--- config.mk ---
export PLATFORM = sky130hd
export DESIGN_NAME = pkt_read_engine_flat
export DESIGN_NICKNAME = d
export VERILOG_FILES = /design/src/rtl/pkt_read_engine_pkg.sv /design/src/rtl/pkt_read_engine_if.sv /design/src/rtl/pkt_sync_fifo.sv /design/src/rtl/pkt_read_engine.sv /design/src/flat_wrapper.sv
export SDC_FILE = /design/constraint.sdc
export NUM_CORES = 1
export LEC_CHECK = 0
export BUFFER_PORTS_ARGS = -buffer_cell sky130_fd_sc_hd__buf_2
export CORE_AREA = 2 2 206 208
export DETAILED_ROUTE_END_ITERATION = 10
export DIE_AREA = 0 0 208 210
export HOLD_SLACK_MARGIN = 0.1
export PLACE_DENSITY_LB_ADDON = 0.05
export SLEW_MARGIN = 20
export SYNTH_ARGS = -nofsm -noshare
export SYNTH_HDL_FRONTEND = slang
export SYNTH_SLANG_ARGS = --single-unit
--- constraint.sdc ---
create_clock -name CLK -period 3.15 [get_ports CLK]
set_clock_uncertainty 0.1 [all_clocks]
set_input_delay 0.315 -clock CLK [delete_from_list [all_inputs] [get_ports CLK]]
set_output_delay 0.315 -clock CLK [all_outputs]
set_load 0.02 [all_outputs]
--- src/rtl/pkt_read_engine_pkg.sv ---
// -----------------------------------------------------------------------------
// pkt_rd_pkg
// Shared types for the packet read engine: FSM state encoding, default field
// widths, the descriptor record queued on write completion and the record
// stored per returned word in the output buffer.
// -----------------------------------------------------------------------------
package pkt_rd_pkg;

  localparam int DEF_ID_W   = 4;
  localparam int DEF_DATA_W = 32;
  localparam int DEF_LEN_W  = 10;

  typedef enum logic {
    S_IDLE = 1'b0,
    S_READ = 1'b1
  } state_t;

  // One stored packet waiting to be drained.
  typedef struct packed {
    logic [DEF_ID_W-1:0]  id;
    logic [DEF_LEN_W-1:0] len;
  } desc_t;

  // One word returned from packet memory, tagged with framing and ID.
  typedef struct packed {
    logic [DEF_DATA_W-1:0] data;
    logic                  last;
    logic [DEF_ID_W-1:0]   id;
  } obuf_t;

endpackage

--- src/rtl/pkt_read_engine_if.sv ---
// -----------------------------------------------------------------------------
// pkt_read_engine_if
// Valid/ready word stream leaving the packet read engine.
//   m_valid : word valid (source -> sink)
//   m_ready : sink accepts (sink -> source)
//   m_data  : word
//   m_last  : last word of packet
//   m_id    : packet ID of m_data
// Modports: master = stream source (the engine), slave = stream sink.
// -----------------------------------------------------------------------------
interface pkt_read_engine_if
  import pkt_rd_pkg::*;
#(
  parameter int ID_W   = DEF_ID_W,
  parameter int DATA_W = DEF_DATA_W
);
  logic              m_valid;
  logic              m_ready;
  logic [DATA_W-1:0] m_data;
  logic              m_last;
  logic [ID_W-1:0]   m_id;

  modport master (output m_valid, output m_data, output m_last, output m_id, input m_ready);
  modport slave  (input m_valid, input m_data, input m_last, input m_id, output m_ready);
endinterface

--- src/rtl/pkt_sync_fifo.sv ---
// -----------------------------------------------------------------------------
// pkt_sync_fifo
// Single-clock first-word-fall-through FIFO of an arbitrary packed type.
//   clk, rst_n : clock, asynchronous active-low reset
//   push/wdata : write one entry (ignored while full)
//   pop        : remove the head entry (ignored while empty)
//   rdata      : head entry, forced to zero while empty
//   full/empty : status flags
//   count      : number of stored entries (0..DEPTH)
// DEPTH must be a power of two so the pointers wrap naturally.
// -----------------------------------------------------------------------------
module pkt_sync_fifo #(
  parameter type T     = logic [7:0],
  parameter int  DEPTH = 4
) (
  input  logic                     clk,
  input  logic                     rst_n,
  input  logic                     push,
  input  T                         wdata,
  input  logic                     pop,
  output T                         rdata,
  output logic                     full,
  output logic                     empty,
  output logic [$clog2(DEPTH):0]   count
);
  localparam int AW = $clog2(DEPTH);

  T               mem [DEPTH];
  logic [AW-1:0]  wr_ptr;
  logic [AW-1:0]  rd_ptr;
  logic           do_push;
  logic           do_pop;

  assign full    = (count == DEPTH[AW:0]);
  assign empty   = (count == '0);
  assign do_push = push && !full;
  assign do_pop  = pop && !empty;

  // Zero head while empty keeps the downstream bus at its reset value.
  assign rdata = empty ? T'('0) : mem[rd_ptr];

  // Storage carries no reset so it can map onto distributed/block RAM.
  always_ff @(posedge clk) begin
    if (do_push) begin
      mem[wr_ptr] <= wdata;
    end
  end

  always_ff @(posedge clk or negedge rst_n) begin
    if (!rst_n) begin
      wr_ptr <= '0;
      rd_ptr <= '0;
      count  <= '0;
    end else begin
      if (do_push) wr_ptr <= wr_ptr + 1'b1;
      if (do_pop)  rd_ptr <= rd_ptr + 1'b1;
      count <= count + {{AW{1'b0}}, do_push} - {{AW{1'b0}}, do_pop};
    end
  end
endmodule

--- src/rtl/pkt_read_engine.sv ---
// -----------------------------------------------------------------------------
// pkt_read_engine
// Drains stored packets from packet memory and streams them downstream.
//   CLK, reset            : clock, asynchronous active-low reset
//   desc_push/id/len      : descriptor of a fully written packet
//   desc_full             : descriptor queue full
//   ren, r_id_in          : per-word read request to the memory controller
//   data_out, r_last_pkt  : read return, valid the cycle after ren
//   strm                  : valid/ready output word stream (master side)
//   err_ovf               : sticky, descriptor dropped (queue full or len=0)
//   err_len               : sticky, r_last_pkt disagreed with descriptor length
// The memory read path cannot be stalled, so reads are only issued while the
// output buffer has room for every word already requested.
// -----------------------------------------------------------------------------
module pkt_read_engine
  import pkt_rd_pkg::*;
#(
  parameter int ID_W       = DEF_ID_W,
  parameter int DATA_W     = DEF_DATA_W,
  parameter int LEN_W      = DEF_LEN_W,
  parameter int QDEPTH     = 16,
  parameter int OBUF_DEPTH = 4
) (
  input  logic               CLK,
  input  logic               reset,
  input  logic               desc_push,
  input  logic [ID_W-1:0]    desc_id,
  input  logic [LEN_W-1:0]   desc_len,
  output logic               desc_full,
  output logic               ren,
  output logic [ID_W-1:0]    r_id_in,
  input  logic [DATA_W-1:0]  data_out,
  input  logic               r_last_pkt,
  pkt_read_engine_if.master  strm,
  output logic               err_ovf,
  output logic               err_len
);
  localparam int QAW = $clog2(QDEPTH);
  localparam int OAW = $clog2(OBUF_DEPTH);
  localparam logic [OAW:0] OBUF_LIM = OBUF_DEPTH[OAW:0];

  state_t            state;
  logic [LEN_W-1:0]  words_left;
  logic              inflight;
  logic              inflight_last;
  logic [ID_W-1:0]   inflight_id;

  desc_t             q_in;
  desc_t             q_head;
  logic              q_push;
  logic              q_pop;
  logic              q_empty;
  logic [QAW:0]      q_count;

  obuf_t             obuf_in;
  obuf_t             obuf_head;
  logic              obuf_pop;
  logic              obuf_empty;
  logic              obuf_full;
  logic [OAW:0]      obuf_count;
  logic              credit_ok;
  logic              unused_status;

  // ---------------- descriptor queue ----------------
  assign q_in   = '{id: desc_id, len: desc_len};
  assign q_push = desc_push && (desc_len != '0);
  assign q_pop  = (state == S_IDLE) && !q_empty;

  pkt_sync_fifo #(.T(desc_t), .DEPTH(QDEPTH)) u_desc_q (
    .clk   (CLK),
    .rst_n (reset),
    .push  (q_push),
    .wdata (q_in),
    .pop   (q_pop),
    .rdata (q_head),
    .full  (desc_full),
    .empty (q_empty),
    .count (q_count)
  );

  // ---------------- credit and read issue ----------------
  // Credit counts the word in flight from last cycle's ren; a word leaving
  // the buffer this cycle is not credited until the count register updates.
  assign credit_ok = (obuf_count + {{OAW{1'b0}}, inflight}) < OBUF_LIM;
  // Decode of registered state only, so no input-to-output path.
  assign ren       = (state == S_READ) && credit_ok;

  // ---------------- FSM, read tags, sticky errors ----------------
  always_ff @(posedge CLK or negedge reset) begin
    if (!reset) begin
      state         <= S_IDLE;
      r_id_in       <= '0;
      words_left    <= '0;
      inflight      <= 1'b0;
      inflight_last <= 1'b0;
      inflight_id   <= '0;
      err_ovf       <= 1'b0;
      err_len       <= 1'b0;
    end else begin
      case (state)
        S_IDLE: begin
          if (!q_empty) begin
            r_id_in    <= q_head.id;
            words_left <= q_head.len;
            state      <= S_READ;
          end
        end
        S_READ: begin
          if (ren) begin
            words_left <= words_left - 1'b1;
            if (words_left == LEN_W'(1)) state <= S_IDLE;
          end
        end
        default: state <= S_IDLE;
      endcase

      // Tag the request so the returned word knows its ID and framing even
      // after r_id_in has moved on to the next packet.
      inflight      <= ren;
      inflight_last <= (words_left == LEN_W'(1));
      inflight_id   <= r_id_in;

      if (desc_push && (desc_full || (desc_len == '0))) err_ovf <= 1'b1;
      if (inflight && (r_last_pkt != inflight_last))    err_len <= 1'b1;
    end
  end

  // ---------------- output buffer ----------------
  assign obuf_in  = '{data: data_out, last: inflight_last, id: inflight_id};
  assign obuf_pop = !obuf_empty && strm.m_ready;

  pkt_sync_fifo #(.T(obuf_t), .DEPTH(OBUF_DEPTH)) u_obuf (
    .clk   (CLK),
    .rst_n (reset),
    .push  (inflight),
    .wdata (obuf_in),
    .pop   (obuf_pop),
    .rdata (obuf_head),
    .full  (obuf_full),
    .empty (obuf_empty),
    .count (obuf_count)
  );

  assign strm.m_valid = !obuf_empty;
  assign strm.m_data  = obuf_head.data;
  assign strm.m_last  = obuf_head.last;
  assign strm.m_id    = obuf_head.id;

  // Status outputs not needed by this block.
  assign unused_status = &{1'b0, q_count, obuf_full};
endmodule

--- src/flat_wrapper.sv ---
// flat-port wrapper written by rule: the top's interface ports become plain ports
module pkt_read_engine_flat import pkt_rd_pkg::*;
#(
  parameter int ID_W       = DEF_ID_W,
  parameter int DATA_W     = DEF_DATA_W,
  parameter int LEN_W      = DEF_LEN_W,
  parameter int QDEPTH     = 16,
  parameter int OBUF_DEPTH = 4
)
  (CLK, reset, desc_push, desc_id, desc_len, desc_full, ren, r_id_in, data_out, r_last_pkt, err_ovf, err_len, strm_m_valid, strm_m_data, strm_m_last, strm_m_id, strm_m_ready);
  pkt_read_engine_if #(.ID_W(ID_W), .DATA_W(DATA_W)) strm_i ();
  input  logic CLK;
  input  logic reset;
  input  logic desc_push;
  input  logic [ID_W-1:0] desc_id;
  input  logic [LEN_W-1:0] desc_len;
  output logic desc_full;
  output logic ren;
  output logic [ID_W-1:0] r_id_in;
  input  logic [DATA_W-1:0] data_out;
  input  logic r_last_pkt;
  output logic err_ovf;
  output logic err_len;
  output wire logic [$bits(strm_i.m_valid)-1:0] strm_m_valid;
  output wire logic [$bits(strm_i.m_data)-1:0] strm_m_data;
  output wire logic [$bits(strm_i.m_last)-1:0] strm_m_last;
  output wire logic [$bits(strm_i.m_id)-1:0] strm_m_id;
  input wire logic [$bits(strm_i.m_ready)-1:0] strm_m_ready;
  assign strm_m_valid = strm_i.m_valid;
  assign strm_m_data = strm_i.m_data;
  assign strm_m_last = strm_i.m_last;
  assign strm_m_id = strm_i.m_id;
  assign strm_i.m_ready = strm_m_ready;
  pkt_read_engine #(.ID_W(ID_W), .DATA_W(DATA_W), .LEN_W(LEN_W), .QDEPTH(QDEPTH), .OBUF_DEPTH(OBUF_DEPTH)) u_core (.CLK(CLK), .reset(reset), .desc_push(desc_push), .desc_id(desc_id), .desc_len(desc_len), .desc_full(desc_full), .ren(ren), .r_id_in(r_id_in), .data_out(data_out), .r_last_pkt(r_last_pkt), .strm(strm_i), .err_ovf(err_ovf), .err_len(err_len));
endmodule
# Word level (Yosys, flattened, before mapping)
# Memories as Yosys holds them, arrays and structs flattened.
# Cells that the tools add are included.
[word_totals]
reg_bits = 43
mem_bits_rw = 372
inputBits = 51
out_inout_bits = 46
memories = 2
[mem_list]
columns = ["name", "depth", "width", "rd", "rd_clocked_by_memory_dff", "write_ports", "line_no", "source"]
rows = [
  ["u_core.u_desc_q.mem", 16, 14, 1, 0, 1, "pkt_sync_fifo.sv:28", "T mem [DEPTH];"],
  ["u_core.u_obuf.mem", 4, 37, 1, 0, 1, "pkt_sync_fifo.sv:28", ""],
]
[classes]
n_addsub = 10
magnitude_cmp = 1
eq_ne = 6
muxes = 12
bitwise_logic = 2
reduce_logical = 21
[ops]
columns = ["cell", "count"]
rows = [
  ["37-bit two-way mux", 1],
  ["10-bit two-way mux", 2],
  ["10-bit one-hot mux with 2 select lines", 1],
  ["10-bit by 1-bit equality test with 1-bit output (second input constant)", 1],
  ["1-bit logical AND", 10],
  ["10-bit logical NOT", 1],
  ["10-bit nonzero test", 1],
  ["10-bit by 1-bit subtractor with 10-bit output (second input constant)", 1],
  ["4-bit by 1-bit adder with 4-bit output (second input constant)", 2],
  ["1-bit two-way mux", 7],
  ["3-bit by 1-bit adder with 3-bit output", 2],
  ["5-bit by 1-bit adder with 5-bit output", 1],
  ["5-bit equality test (second input constant)", 1],
  ["5-bit logical NOT", 1],
  ["5-bit by 1-bit subtractor with 5-bit output", 1],
  ["2-bit by 1-bit adder with 2-bit output (second input constant)", 2],
  ["1-bit logical NOT", 4],
  ["2-bit AND reduction", 2],
  ["3-bit equality test (second input constant)", 1],
  ["3-bit logical NOT", 1],
  ["3-bit less-than comparator (second input constant)", 1],
  ["3-bit by 1-bit subtractor with 3-bit output", 1],
  ["2-bit by 1-bit != test with 1-bit output (second input constant)", 1],
  ["2-bit != test (second input constant)", 1],
  ["4 further kinds", 5],
]

# Logic depth before layout (Yosys ltp)
# Gate-level depths: netlist of run 1.
[logic_depth]
depth_word = 5
mapped_depth = 15
mapped_depth_nobuf = 14

# Modules after synthesis
# Synthesis of run 1 repeated with hierarchy kept, for this count alone.
[hier_totals]
cells_unflattened = 830
hier_area_um2 = 16517.1
[by_module_without_submodules]
columns = ["module", "n_inst", "cells_per_inst", "area_per_inst_um2", "seq_area_each_um2"]
rows = [
  ["pkt_sync_fifo (u_core.u_desc_q)", 1, 430, 9306.4, 7051.8],
  ["pkt_sync_fifo (u_core.u_obuf)", 1, 270, 5988.2, 4619.4],
  ["pkt_read_engine", 1, 130, 1222.4, 575.6],
]

# Worst setup path after synthesis of run 1
# Ideal clock, no wire load.
[synth_timing]
path_kind = "flip-flop to flip-flop"
from = "register u_core.u_desc_q.count[2]"
to = "memory u_core.u_desc_q.mem[0][0] (netlist name) (enable)"
arrival_ns = 2.680
path_slack_ns = -0.051
stages_incl_launch_ff = 8
path_buffers = 0
cell_sequence = "dfrtp_1 -> inv_1 -> ha_1 -> nor4bb_1 -> a31o_2 -> nor2_4 -> inv_2 -> nor4_1"
[synth_between]
elab_chain_len = 5
[synth_lines]
columns = ["item", "line_no", "source"]
rows = [
  ["start, declared", "pkt_sync_fifo.sv:24", "output logic [$clog2(DEPTH):0] count"],
  ["start signal, assigned", "pkt_sync_fifo.sv:57", "count <= count + {{AW{1'b0}}, do_push} - {{AW{1'b0}}, do_pop};"],
  ["5-bit equality test", "pkt_sync_fifo.sv:34", "assign full = (count == DEPTH[AW:0]);"],
  ["via desc_full", "flat_wrapper.sv:17", "output logic desc_full;"],
  ["1-bit logical NOT", "pkt_sync_fifo.sv:36", "assign do_push = push && !full;"],
  ["1-bit logical AND", "pkt_sync_fifo.sv:36", ""],
  ["1-bit two-way mux", "pkt_sync_fifo.sv:44", "if (do_push) begin"],
  ["1-bit two-way mux (not written as such)", "pkt_sync_fifo.sv:45", "mem[wr_ptr] <= wdata;"],
  ["end, declared", "pkt_sync_fifo.sv:28", ""],
]
# The timed path passes the listed nets, and every way through them passes these cells.

# Worst setup path in the final report of run 1
[layout_timing]
from = "register u_core.u_desc_q.count[2]"
to = "register u_core.u_desc_q.count[4]"
[layout_between]
elab_chain_len = 5
[layout_lines]
columns = ["item", "line_no"]
rows = [
  ["5-bit equality test / 5-bit logical NOT (equally long branches)", "pkt_sync_fifo.sv:34, pkt_sync_fifo.sv:35"],
  ["1-bit logical NOT, on equally long branches", "pkt_sync_fifo.sv:36, pkt_sync_fifo.sv:37, pkt_read_engine.sv:67"],
  ["1-bit logical AND, on equally long branches", "pkt_sync_fifo.sv:36, pkt_read_engine.sv:67"],
  ["5-bit by 1-bit adder with 5-bit output / 1-bit logical AND (equally long branches)", "pkt_sync_fifo.sv:57, pkt_sync_fifo.sv:37"],
  ["5-bit by 1-bit subtractor with 5-bit output (*)", "pkt_sync_fifo.sv:57"],
]
# Every way passes the cells marked *; elsewhere a longest branch is shown, timed or not.
# A chain may end at the register's enable or synchronous reset.

==> results of run 1 <==
layer usage:
layer / track usage / wire, microns / vias up
met3: 0.0323 / 1830 / 61
li1: - / - / 3732
met5: 0 / 0 / -
met2: 0.285 / 18000 / 208
met1: 0.216 / 15200 / 4284
met4: 0.0577 / 893 / 0
stage by stage:
stage / setup WS [ps] / TNS [ps] / instance area, sq um
global route: 9.26 / 0 / 19800
floorplan: -51.0 / -2850 / 16400
detailed placement: -50.4 / -50.4 / 17900
global placement: 84.7 / 0 / 17900
CTS: 126 / 0 / 19800
finish: 209 / 0 / 19800
cells in the mapped netlist, types with 4 or more instances:
cell type,n
nor4_1,9
mux4_1,4
xnor2_1,12
a21oi_1,14
buf_6,8
nor2_1,15
edfxtp_1,372
o21ai_0,6
and2_1,47
o22ai_1,16
mux2i_1,17
dfrtp_1,43
ha_1,19
clkbuf_1,13
mux4_2,81
nand2_1,21
nand3_1,5
xor2_1,4
a21o_1,4
nand2b_1,6
and3_1,4
inv_1,22
nor3b_1,4
nor3_1,10
a22oi_1,8
buf_2,9
mux2_2,9
logic make-up after synthesis:
logic type	after synthesis	share of synthesized area
AO/OA/AOI/OAI	64	0.0259
buffers and inverters	60	0.0201
XOR/XNOR	17	0.00951
AND/OR/NAND/NOR	141	0.0493
flip-flops	415	0.745
adder cells (fa/ha/maj)	21	0.0169
multiplexers	111	0.134
worst register-to-register path, stage by stage, from the launching register on:
cell and delay, ps:
dfrtp_1 390, inv_1 90, ha_1 210, or4b_4 540
nand2b_4 130, inv_2 40, ha_1 260, inv_1 40
ha_1 220, fa_1 410, a21oi_1 160, nor2_1 50
nor2_1 110, xnor2_1 120
placed cells by master, fill, tap and decap left out, drive strengths merged, types with 4 or more instances in the layout:
master / n
clkbuf: 56
nor2: 16
and2: 47
a21oi: 14
nor3: 10
dlygate4sd3: 49
dfrtp: 43
a21o: 4
mux4: 85
ha: 19
clkinv: 16
nand2b: 7
xor2: 4
xnor2: 13
o22ai: 16
buf: 145
nand3: 5
a22oi: 8
bufinv: 5
mux2: 9
inv: 25
o21ai: 6
nor4: 9
nor3b: 4
edfxtp: 372
and3: 4
nand2: 23
mux2i: 17
layout make-up:
class                           instances  area, sq um  area share
Tap cell                              539          674      0.0341
Multi-Input combinational cell        354         3940       0.199
Timing Repair Buffer                  194         1430      0.0721
Inverter                               25         93.8     0.00474
Clock inverter                         23          236      0.0119
Sequential cell                       415        12300       0.619
Clock buffer                           56         1170      0.0590
power by group:
part | switching [uW] | internal, uW
combinational | 2830 | 2350
sequential | 642 | 7160
clock | 2020 | 3020
total | 5500 | 12500
worst paths after layout:
check,startpoint,endpoint,slack (ps),cells past startpoint
setup / recovery,u_core.u_desc_q.count[2]$_DFF_PN0_,u_core.u_desc_q.count[4]$_DFF_PN0_,210,13
hold / removal,desc_len[5],u_core.u_desc_q.mem[3][5]$_DFFE_PP_,150,2
setup reg to reg,u_core.u_desc_q.count[2]$_DFF_PN0_,u_core.u_desc_q.count[4]$_DFF_PN0_,210,13
hold reg to reg,u_core.r_id_in[2]$_DFFE_PN0P_,u_core.inflight_id[2]$_DFF_PN0_,320,0
max in group asynchronous,reset,u_core.u_obuf.rd_ptr[0]$_DFFE_PN0P_,1970,3
min in group asynchronous,reset,u_core.u_desc_q.wr_ptr[1]$_DFFE_PN0P_,220,2
flip-flops by register name (all words and copies together) (netlist names), 2 cells and up:
name,cells
u_core.u_obuf.wr_ptr,2
u_core.u_obuf.mem,148
u_core.u_obuf.rd_ptr,2
u_core.u_obuf.count,3
u_core.r_id_in,4
u_core.u_desc_q.count,5
u_core.words_left,10
u_core.u_desc_q.rd_ptr,4
u_core.inflight_id,4
u_core.u_desc_q.wr_ptr,4
u_core.u_desc_q.mem,224
repair_timing:
item / 4_1_cts / 5_1_grt
endpoints found under the setup margin: 1 / 1
buffers inserted: 0 / 0
resized for setup: 1 / 1
hold endpoints to repair: 347 / 0
pin swaps: 0 / 0
hold buffers: 49 / 0
==> qor.csv, run 1 <==
stage;metric;value;unit
final_layout;fin_util;0.477;
floorplanning;dieWidth;208;microns
status;status;finished clean;
sta;drv_slew;0;
critical_path;required;3520;ps
synth;netlist.area_leader.share;0.679;
clock_network;numCtsBuffers;44;
pwr;leakage;0.00682;uW
synth;yosysSeqAreaShare;0.745;
detailed_routing;drtAntennaViolNets;0;
final_layout;layoutNonFillerInstCount;1606;
sta;fin_crit_sh;0.934;
synth;netlist_instances;829;
synth;syn-cell-area;16400;sq um
global_routing;grt_start_max_net_pins;39;
floorplanning;io-pin-count;97;
final_layout;n_antenna_cell;0;
synth;synth_ff_type;edfxtp_1;
final_layout;final_nets;1106;
pwr;ir_drop;0.000459;V
sta;rsz0062_at_grt;no;
clock_network;ctsHtreeMaxLevel;2;
floorplanning;start_util;0.397;
sta;worst_pin_slew;819;ps
global_routing;first_global_vias;8871;
min_path;hp-class;input port to register;
clock_network;clk-insertion-delay-late;550;ps
sta;setup_viol;0;
detailed_routing;firstDrtPassIters;4;
synth;async_reset_ff_frac;0.104;
critical_path;crit_top_cell;ha_1;
critical_path;cp-end-kind;register;
critical_path;crit_slowest_cell;or4b_4;
detailed_routing;vias_per_cell;5.16;
critical_path;arrival;3310;ps
final_layout;drive_gt1_frac;0.304;
global_routing;overflow;0;
final_layout;area_delta_synth_final;20.3;%
critical_path;crit_chain;inv_1 -> ha_1 -> or4b_4 -> nand2b_4 -> inv_2 -> ha_1 -> inv_1 -> ha_1 -> fa_1 -> a21oi_1 -> nor2_1 -> nor2_1 -> xnor2_1;
critical_path;cpPeakStageDelay;540;ps
placed_design;port_buffers;96;
synth;synth-edff-count;372;
global_routing;track_usage;0.167;
sta;slew_headroom;0.454;
pwr;pwr_density_cell;911;nW/um^2
clock_network;cts_tree;built;
synth;synth_cell_types;57;
synth;syn_nets;901;
final_layout;num-fill-cells;3516;
placed_design;place.gp.congestion;0.782;
sta;period_minus_slack;2940;ps
synth;synth_top_area_cell;edfxtp_1;
sta;hold_ws;148;ps
critical_path;start_kind;register;
synth;yosysWarnings;0;
floorplanning;row_count;75;
flow_run;maxCapViolCount;0;
placed_design;dpl.cell_count;1478;
synth;synth_seq_cells;415;
floorplanning;die_area;43700;sq um
clock_network;clkSinkCount;415;
floorplanning;die_h;210;microns
synth;synth.top_cells.by_area;edfxtp_1 (68%), mux4_2 (11%), dfrtp_1 (6.5%);
global_routing;antenna_found_initial;0;
clock_network;path_clk_slew;60;ps
detailed_routing;drtIter0Drc;485;
detailed_routing;drcViolationCount;0;
floorplanning;coreArea;41500;sq um
critical_path;critPathTopFamily;adder cells;
critical_path;criticalPathCategory;register to register;
pwr;power;18000;uW
global_routing;grt_pass1_wl;54500;microns
critical_path;path_buf_inv;3;
sta;fmax;340;MHz
detailed_routing;wirelength;35900;microns
placed_design;dpl.hpwl;22700;microns
sta;hold_viol;0;
critical_path;path_max_fanout;6;
clock_network;cts_root_buffer;clkbuf_16;
detailed_routing;dr_total_vias;8285;
synth;postSynthAreaPerCell;19.8;sq um
clock_network;clockBufferDepth;3;
detailed_routing;post_drt_wl_per_cell;22.3;microns
(Power assumes the default switching activity.)
==> run 2: changes to the inputs <==
--- a/config.mk
+++ b/config.mk
@@ -5,6 +5,7 @@
 export SDC_FILE = /design/constraint.sdc
 export NUM_CORES = 1
 export LEC_CHECK = 0
+export ABC_CLOCK_PERIOD_IN_PS = 3150
 export BUFFER_PORTS_ARGS = -buffer_cell sky130_fd_sc_hd__buf_2
 export CORE_AREA = 2 2 206 208
 export DETAILED_ROUTE_END_ITERATION = 10
==> constraint.sdc (replaced) <==
create_clock -name CLK -period 3.15 [get_ports CLK]
set_clock_uncertainty 0.1 [all_clocks]
set_input_delay 0.945 -clock CLK [delete_from_list [all_inputs] [get_ports CLK]]
set_output_delay 0.945 -clock CLK [all_outputs]
set_load 0.02 [all_outputs]
==> run 2 against run 1 <==
- flip-flop and latch count is the same
- power grew 5.8%
- die area is the same
- via count is essentially flat
- sequential share of layout area shrank 0.35 points
- clock power grew 6.3%
- final cell count shrank 1.7%
- combinational power grew 16%
- sequential power shrank 1%
- design area grew 0.58%
- worst setup slack lost 190 ps
- wire length grew 4.6%
==> qor.csv, run 2 (synthesized netlist as in run 1, its figures left out) <==
stage;metric;value;unit
status;status;finished clean;
critical_path;reg2reg_depth;13;
clock_network;clockBufferDepth;3;
placed_design;place.gp.congestion;0.757;
critical_path;worstReg2RegStart;u_core.u_desc_q.count[3]$_DFF_PN0_;
final_layout;drive_gt1_frac;0.354;
global_routing;antenna_found_initial;0;
detailed_routing;wirelength;37500;microns
global_routing;grt_start_max_net_pins;39;
global_routing;track_usage;0.175;
sta;worst_pin_slew;902;ps
detailed_routing;vias_per_cell;5.26;
final_layout;n_antenna_cell;0;
pwr;ir_drop;0.000465;V
pwr;leakage;0.00691;uW
critical_path;ff2ff_setup_slack;190;ps
global_routing;overflow;0;
final_layout;final_cell_mix;edfxtp_1 (372), mux4_2 (81), buf_2 (75);
critical_path;criticalPathCategory;register to output pin;
final_layout;area_delta_synth_final;21.0;%
final_layout;layout_commonest_cell;edfxtp_1;
clock_network;numCtsBuffers;45;
critical_path;required;2100;ps
pwr;pwr_density_cell;958;nW/um^2
sta;drv_slew;0;
placed_design;dpl.hpwl;24000;microns
final_layout;top_regs;u_core.u_desc_q.mem: 224 flops, u_core.u_obuf.mem: 148 flops, u_core.words_left: 10 flops;
detailed_routing;drcViolationCount;0;
pwr;internal-power;13400;uW
clock_network;ctsHoldBuffers;0;
pwr;p_comb_frac;0.315;
sta;hold_viol;0;
critical_path;start_kind;register;
final_layout;largest_reg_flops;224;
sta;setup_viol;0;
final_layout;final_nets;1075;
critical_path;arrival;2090;ps
final_layout;largest-register;u_core.u_desc_q.mem;
clock_network;clk-insertion-delay-late;570;ps
final_layout;layoutNonFillerInstCount;1578;
clock_network;ctsHtreeMaxLevel;2;
min_path;hp-class;register to register;
clock_network;cts_tree;built;
critical_path;rr_endpoint;u_core.u_desc_q.count[4]$_DFF_PN0_;
flow_run;maxCapViolCount;0;
placed_design;dpl.cell_count;1489;
critical_path;cp-endpoint;strm_m_data[12];
pwr;clockPowerShare;0.281;
floorplanning;coreArea;41500;sq um
critical_path;path_max_fanout;5;
sta;fmax;319;MHz
global_routing;first_global_vias;9092;
clock_network;clkSinkCount;415;
detailed_routing;firstDrtPassIters;5;
pwr;sw_frac_of_total;0.300;
floorplanning;die_h;210;microns
sta;fin_crit_sh;0.994;
floorplanning;start_util;0.397;
detailed_routing;post_drt_wl_per_cell;23.8;microns
detailed_routing;dr_total_vias;8293;
detailed_routing;drtAntennaViolNets;0;
pwr;seqPwrFrac;0.404;
pwr;p_sw;5720;uW
sta;slew_headroom;0.394;
critical_path;cp-end-kind;output pin;
sta;period_minus_slack;3130;ps
critical_path;startpoint;u_core.u_obuf.rd_ptr[0]$_DFFE_PN0P_;
detailed_routing;drtIter0Drc;598;
final_layout;num-fill-cells;3460;
final_layout;fin_area;19900;sq um
sta;rsz0062_at_grt;yes;
global_routing;grt_pass1_wl;56800;microns
floorplanning;io-pin-count;97;
floorplanning;die_area;43700;sq um
placed_design;placed_area;18100;sq um
floorplanning;dieWidth;208;microns
placed_design;port_buffers;96;
clock_network;path_clk_slew;60;ps
clock_network;cts_root_buffer;clkbuf_16;
floorplanning;row_count;75;
run 2: changes by cell type in the layout (fill, tap and decap cells not counted), sizes merged:
| cell | previous run | this run |
|---|---|---|
| buf | 145 | 161 |
| bufinv | 5 | 6 |
| clkinvlp | 2 | 1 |
| clkbuf | 56 | 59 |
| dlygate4sd3 | 49 | 0 |
| inv | 25 | 27 |
run 2: power by group through the flow:
stage                     combinational, uW  sequential [uW]  clock, uW
after CTS                              5710             7730       5510
after detailed placement               5370             7860          0
final                                  6000             7710       5360
after global placement                 5300             7780          0
after floorplan                        3750             7590          0
after global routing                   6490             7820       5750
run 2: worst min path at each step:
stage	slack (ps)	start	cells past startpoint	to
finish	310	u_core.r_id_in[1]$_DFFE_PN0P_	0	u_core.inflight_id[1]$_DFF_PN0_
global route	340	u_core.r_id_in[1]$_DFFE_PN0P_	0	u_core.inflight_id[1]$_DFF_PN0_
CTS	320	u_core.r_id_in[1]$_DFFE_PN0P_	0	u_core.inflight_id[1]$_DFF_PN0_
detailed placement	310	u_core.r_id_in[1]$_DFFE_PN0P_	0	u_core.inflight_id[1]$_DFF_PN0_
global placement	310	u_core.r_id_in[1]$_DFFE_PN0P_	0	u_core.inflight_id[1]$_DFF_PN0_
floorplan	350	u_core.inflight_id[0]$_DFF_PN0_	0	u_core.u_obuf.mem[0][0]$_DFFE_PP_
run 2: through the flow:
stage          TNS [ps]  total power, uW  utilization  hold slack [ps]  worst slack, ps
2_1_floorplan    -14270            11300            -              355             -255
3_3_place_gp      -1810            13100        0.435              309             -147
3_5_place_dp      -1460            13200        0.435              309             -123
4_1_cts            -539            18900        0.476              321            -44.2
5_1_grt           -1140            20100        0.480              337            -71.4
6_report              0            19100        0.480              314             18.0
run 2: routing by layer:
layer	part of all wire	GRT usage	vias up	wire length, microns
li1	-	-	3681	-
met1	0.42	0.223	4365	15800
met2	0.52	0.305	194	19300
met3	0.045	0.0358	53	1710
met4	0.019	0.0452	0	705
met5	0	0	-	0
run 2: what timing repair did:
action,CTS,global route
setup endpoints to repair,35,25
resized for setup,19,50
gates cloned,2,1
setup buffers,5,0
run 2: area by class of cell:
| type | instances | area, sq um | share of cell area |
|---|---|---|---|
| tap | 539 | 674 | 0.0339 |
| sequential | 415 | 12300 | 0.616 |
| clock buffer | 58 | 1240 | 0.0622 |
| multi-input combinational | 354 | 3980 | 0.200 |
| timing repair buffer | 162 | 1380 | 0.0692 |
| inverter | 25 | 96.3 | 0.00484 |
| clock inverter | 25 | 284 | 0.0143 |
run 2: worst max-delay path, cell delays in order, from the launching register on:
cell       delay [ps]
dfrtp_2           410
buf_12            160
clkbuf_16         170
mux4_2            490
and2_4            170
buf_6             120
==> run 3: changes to the inputs <==
--- a/config.mk
+++ b/config.mk
@@ -7,11 +7,14 @@
 export LEC_CHECK = 0
 export ABC_CLOCK_PERIOD_IN_PS = 3150
 export BUFFER_PORTS_ARGS = -buffer_cell sky130_fd_sc_hd__buf_2
+export CELL_PAD_IN_SITES_DETAIL_PLACEMENT = 0
+export CELL_PAD_IN_SITES_GLOBAL_PLACEMENT = 1
 export CORE_AREA = 2 2 206 208
 export DETAILED_ROUTE_END_ITERATION = 10
 export DIE_AREA = 0 0 208 210
 export HOLD_SLACK_MARGIN = 0.1
-export PLACE_DENSITY_LB_ADDON = 0.05
+export PLACE_DENSITY = 0.64
+export SETUP_SLACK_MARGIN = 0.5
 export SLEW_MARGIN = 20
 export SYNTH_ARGS = -nofsm -noshare
 export SYNTH_HDL_FRONTEND = slang
==> run 3 against run 2 <==
- wire length down 7.4%
- highest routed layer unchanged
- power up 2.0%
- non-clock buffer count up 6
- design area up 1.5%
- utilization up 0.71 points
- critical path type unchanged
- flip-flop and latch count unchanged
- sequential share of layout area down 0.89 points
==> qor.csv, run 3 (synthesized netlist as in run 1, its figures left out) <==
stage;metric;value;unit
status;status;finished clean;
critical_path;start_kind;register;
final_layout;final_nets;1080;
global_routing;first_global_vias;8608;
floorplanning;row_count;75;
placed_design;port_buffers;96;
detailed_routing;wirelength;34800;microns
detailed_routing;vias_per_cell;5.18;
detailed_routing;drtIter0Drc;561;
flow_run;maxCapViolCount;0;
clock_network;cts_root_buffer;clkbuf_16;
critical_path;criticalPathCategory;register to output pin;
detailed_routing;post_drt_wl_per_cell;22.0;microns
final_layout;area_delta_synth_final;22.8;%
clock_network;clkSinkCount;415;
critical_path;cp-end-kind;output pin;
sta;setup-tns-final;0;ps
floorplanning;dieWidth;208;microns
final_layout;final_cell_mix;edfxtp_1 (372), mux4_2 (81), buf_2 (56);
clock_network;ctsHtreeMaxLevel;2;
sta;fmax;319;MHz
critical_path;cpPeakStageDelay;520;ps
pwr;pwr_density_cell;963;nW/um^2
detailed_routing;drcViolationCount;0;
final_layout;largest_reg_flops;224;
floorplanning;io-pin-count;97;
final_layout;layout_commonest_cell;edfxtp_1;
global_routing;track_usage;0.162;
sta;hold_ws;309;ps
global_routing;overflow;0;
sta;worst_pin_slew;872;ps
pwr;power;19500;uW
global_routing;grt_start_max_net_pins;39;
global_routing;antenna_found_initial;0;
sta;period_minus_slack;3130;ps
final_layout;largest-register;u_core.u_desc_q.mem;
final_layout;multiInputGateArea;4190;sq um
critical_path;reg2reg_depth;13;
clock_network;clk-insertion-delay-late;570;ps
floorplanning;start_util;0.397;
critical_path;path_max_fanout;8;
detailed_routing;dr_total_vias;8200;
critical_path;required;2100;ps
sta;slew_headroom;0.419;
final_layout;n_antenna_cell;0;
final_layout;drive_gt1_frac;0.390;
min_path;hold_path_end;u_core.inflight_id[1]$_DFF_PN0_;
floorplanning;die_area;43700;sq um
critical_path;crit_chain;clkbuf_16 -> mux4_2 -> and2_4 -> buf_6;
clock_network;numCtsBuffers;44;
critical_path;arrival;2090;ps
critical_path;path_buf_inv;2;
sta;setup_viol;0;
clock_network;clockBufferDepth;3;
pwr;ir_drop;0.000436;V
floorplanning;die_h;210;microns
sta;fin_crit_sh;0.995;
critical_path;crit_cells;4;
critical_path;ff2ff_setup_slack;500;ps
final_layout;num-fill-cells;3442;
critical_path;critPathTopFamily;flip-flops;
placed_design;place.gp.congestion;0.755;
final_layout;fin_util;0.487;
sta;drv_slew;0;
critical_path;crit_slowest_cell;dfrtp_4;
final_layout;regArea;12300;sq um
min_path;hold_path_depth;0;
final_layout;top_regs;u_core.u_desc_q.mem: 224 flops, u_core.u_obuf.mem: 148 flops, u_core.words_left: 10 flops;
clock_network;cts_tree;built;
detailed_routing;firstDrtPassIters;4;
detailed_routing;drtAntennaViolNets;0;
sta;rsz0062_at_grt;yes;
critical_path;worstReg2RegStart;u_core.u_desc_q.count[2]$_DFF_PN0_;
sta;hold_viol;0;
floorplanning;coreArea;41500;sq um
critical_path;rr_endpoint;u_core.u_desc_q.count[4]$_DFF_PN0_;
global_routing;grt_pass1_wl;53300;microns
placed_design;dpl.hpwl;22000;microns
min_path;hp-class;register to register;
clock_network;path_clk_slew;60;ps
pwr;leakage;0.00698;uW
min_path;hold_start;u_core.r_id_in[1]$_DFFE_PN0P_;
==> run 3: cell type report <==
class | instances | share of cell area
clock buffers | 67 | 0.0623
multi-input cells | 354 | 0.208
clock inverters | 14 | 0.00873
repair buffers | 168 | 0.0761
inverters | 25 | 0.00514
well taps | 539 | 0.0334
flip-flops and latches | 415 | 0.607
==> run 3: routing by layer <==
layer | routed length (microns) | GRT usage | vias up
li1 | - | - | 3697
met1 | 15200 | 0.217 | 4269
met2 | 17300 | 0.269 | 181
met3 | 1470 | 0.0286 | 53
met4 | 735 | 0.0528 | 0
met5 | 0 | 0 | -
==> run 3: timing repair <==
item / CTS / global route
endpoints found under the setup margin: 41 / 97
cloned: 0 / 2
hold buffers: 0 / 0
pin swaps: 7 / 1
endpoints found under the hold margin: 0 / 0
resized for setup: 65 / 75
buffers inserted: 15 / 3
==> run 3: worst max-delay path by stage <==
stage                                                   start                                     to  slack (ps)
after global routing      u_core.u_obuf.rd_ptr[0]$_DFFE_PN0P_                        strm_m_data[26]         -50
after CTS                 u_core.u_obuf.rd_ptr[0]$_DFFE_PN0P_                           strm_m_id[2]         -40
after global placement                            desc_len[2]     u_core.u_desc_q.count[4]$_DFF_PN0_         110
final                     u_core.u_obuf.rd_ptr[0]$_DFFE_PN0P_                         strm_m_data[4]          20
after floorplan                                   desc_len[7]    u_core.u_desc_q.mem[4][0]$_DFFE_PP_         110
after detailed placement                          desc_len[5]  u_core.u_desc_q.mem[10][10]$_DFFE_PP_         100
==> run 3: report_power, final <==
group / switching (uW) / internal (uW)
Sequential: 595 / 7160
Clock: 2050 / 3080
Combinational: 3130 / 3440
Total: 5770 / 13700
==> run 3: per-stage QoR <==
stage	std cells	cell area (sq um)	setup slack, ps
floorplan	829	16600	106
global placement	1481	18100	111
global route	1582	20200	-45.7
detailed placement	1481	18100	97.7
finish	1582	20200	17.0
CTS	1577	19900	-42.1
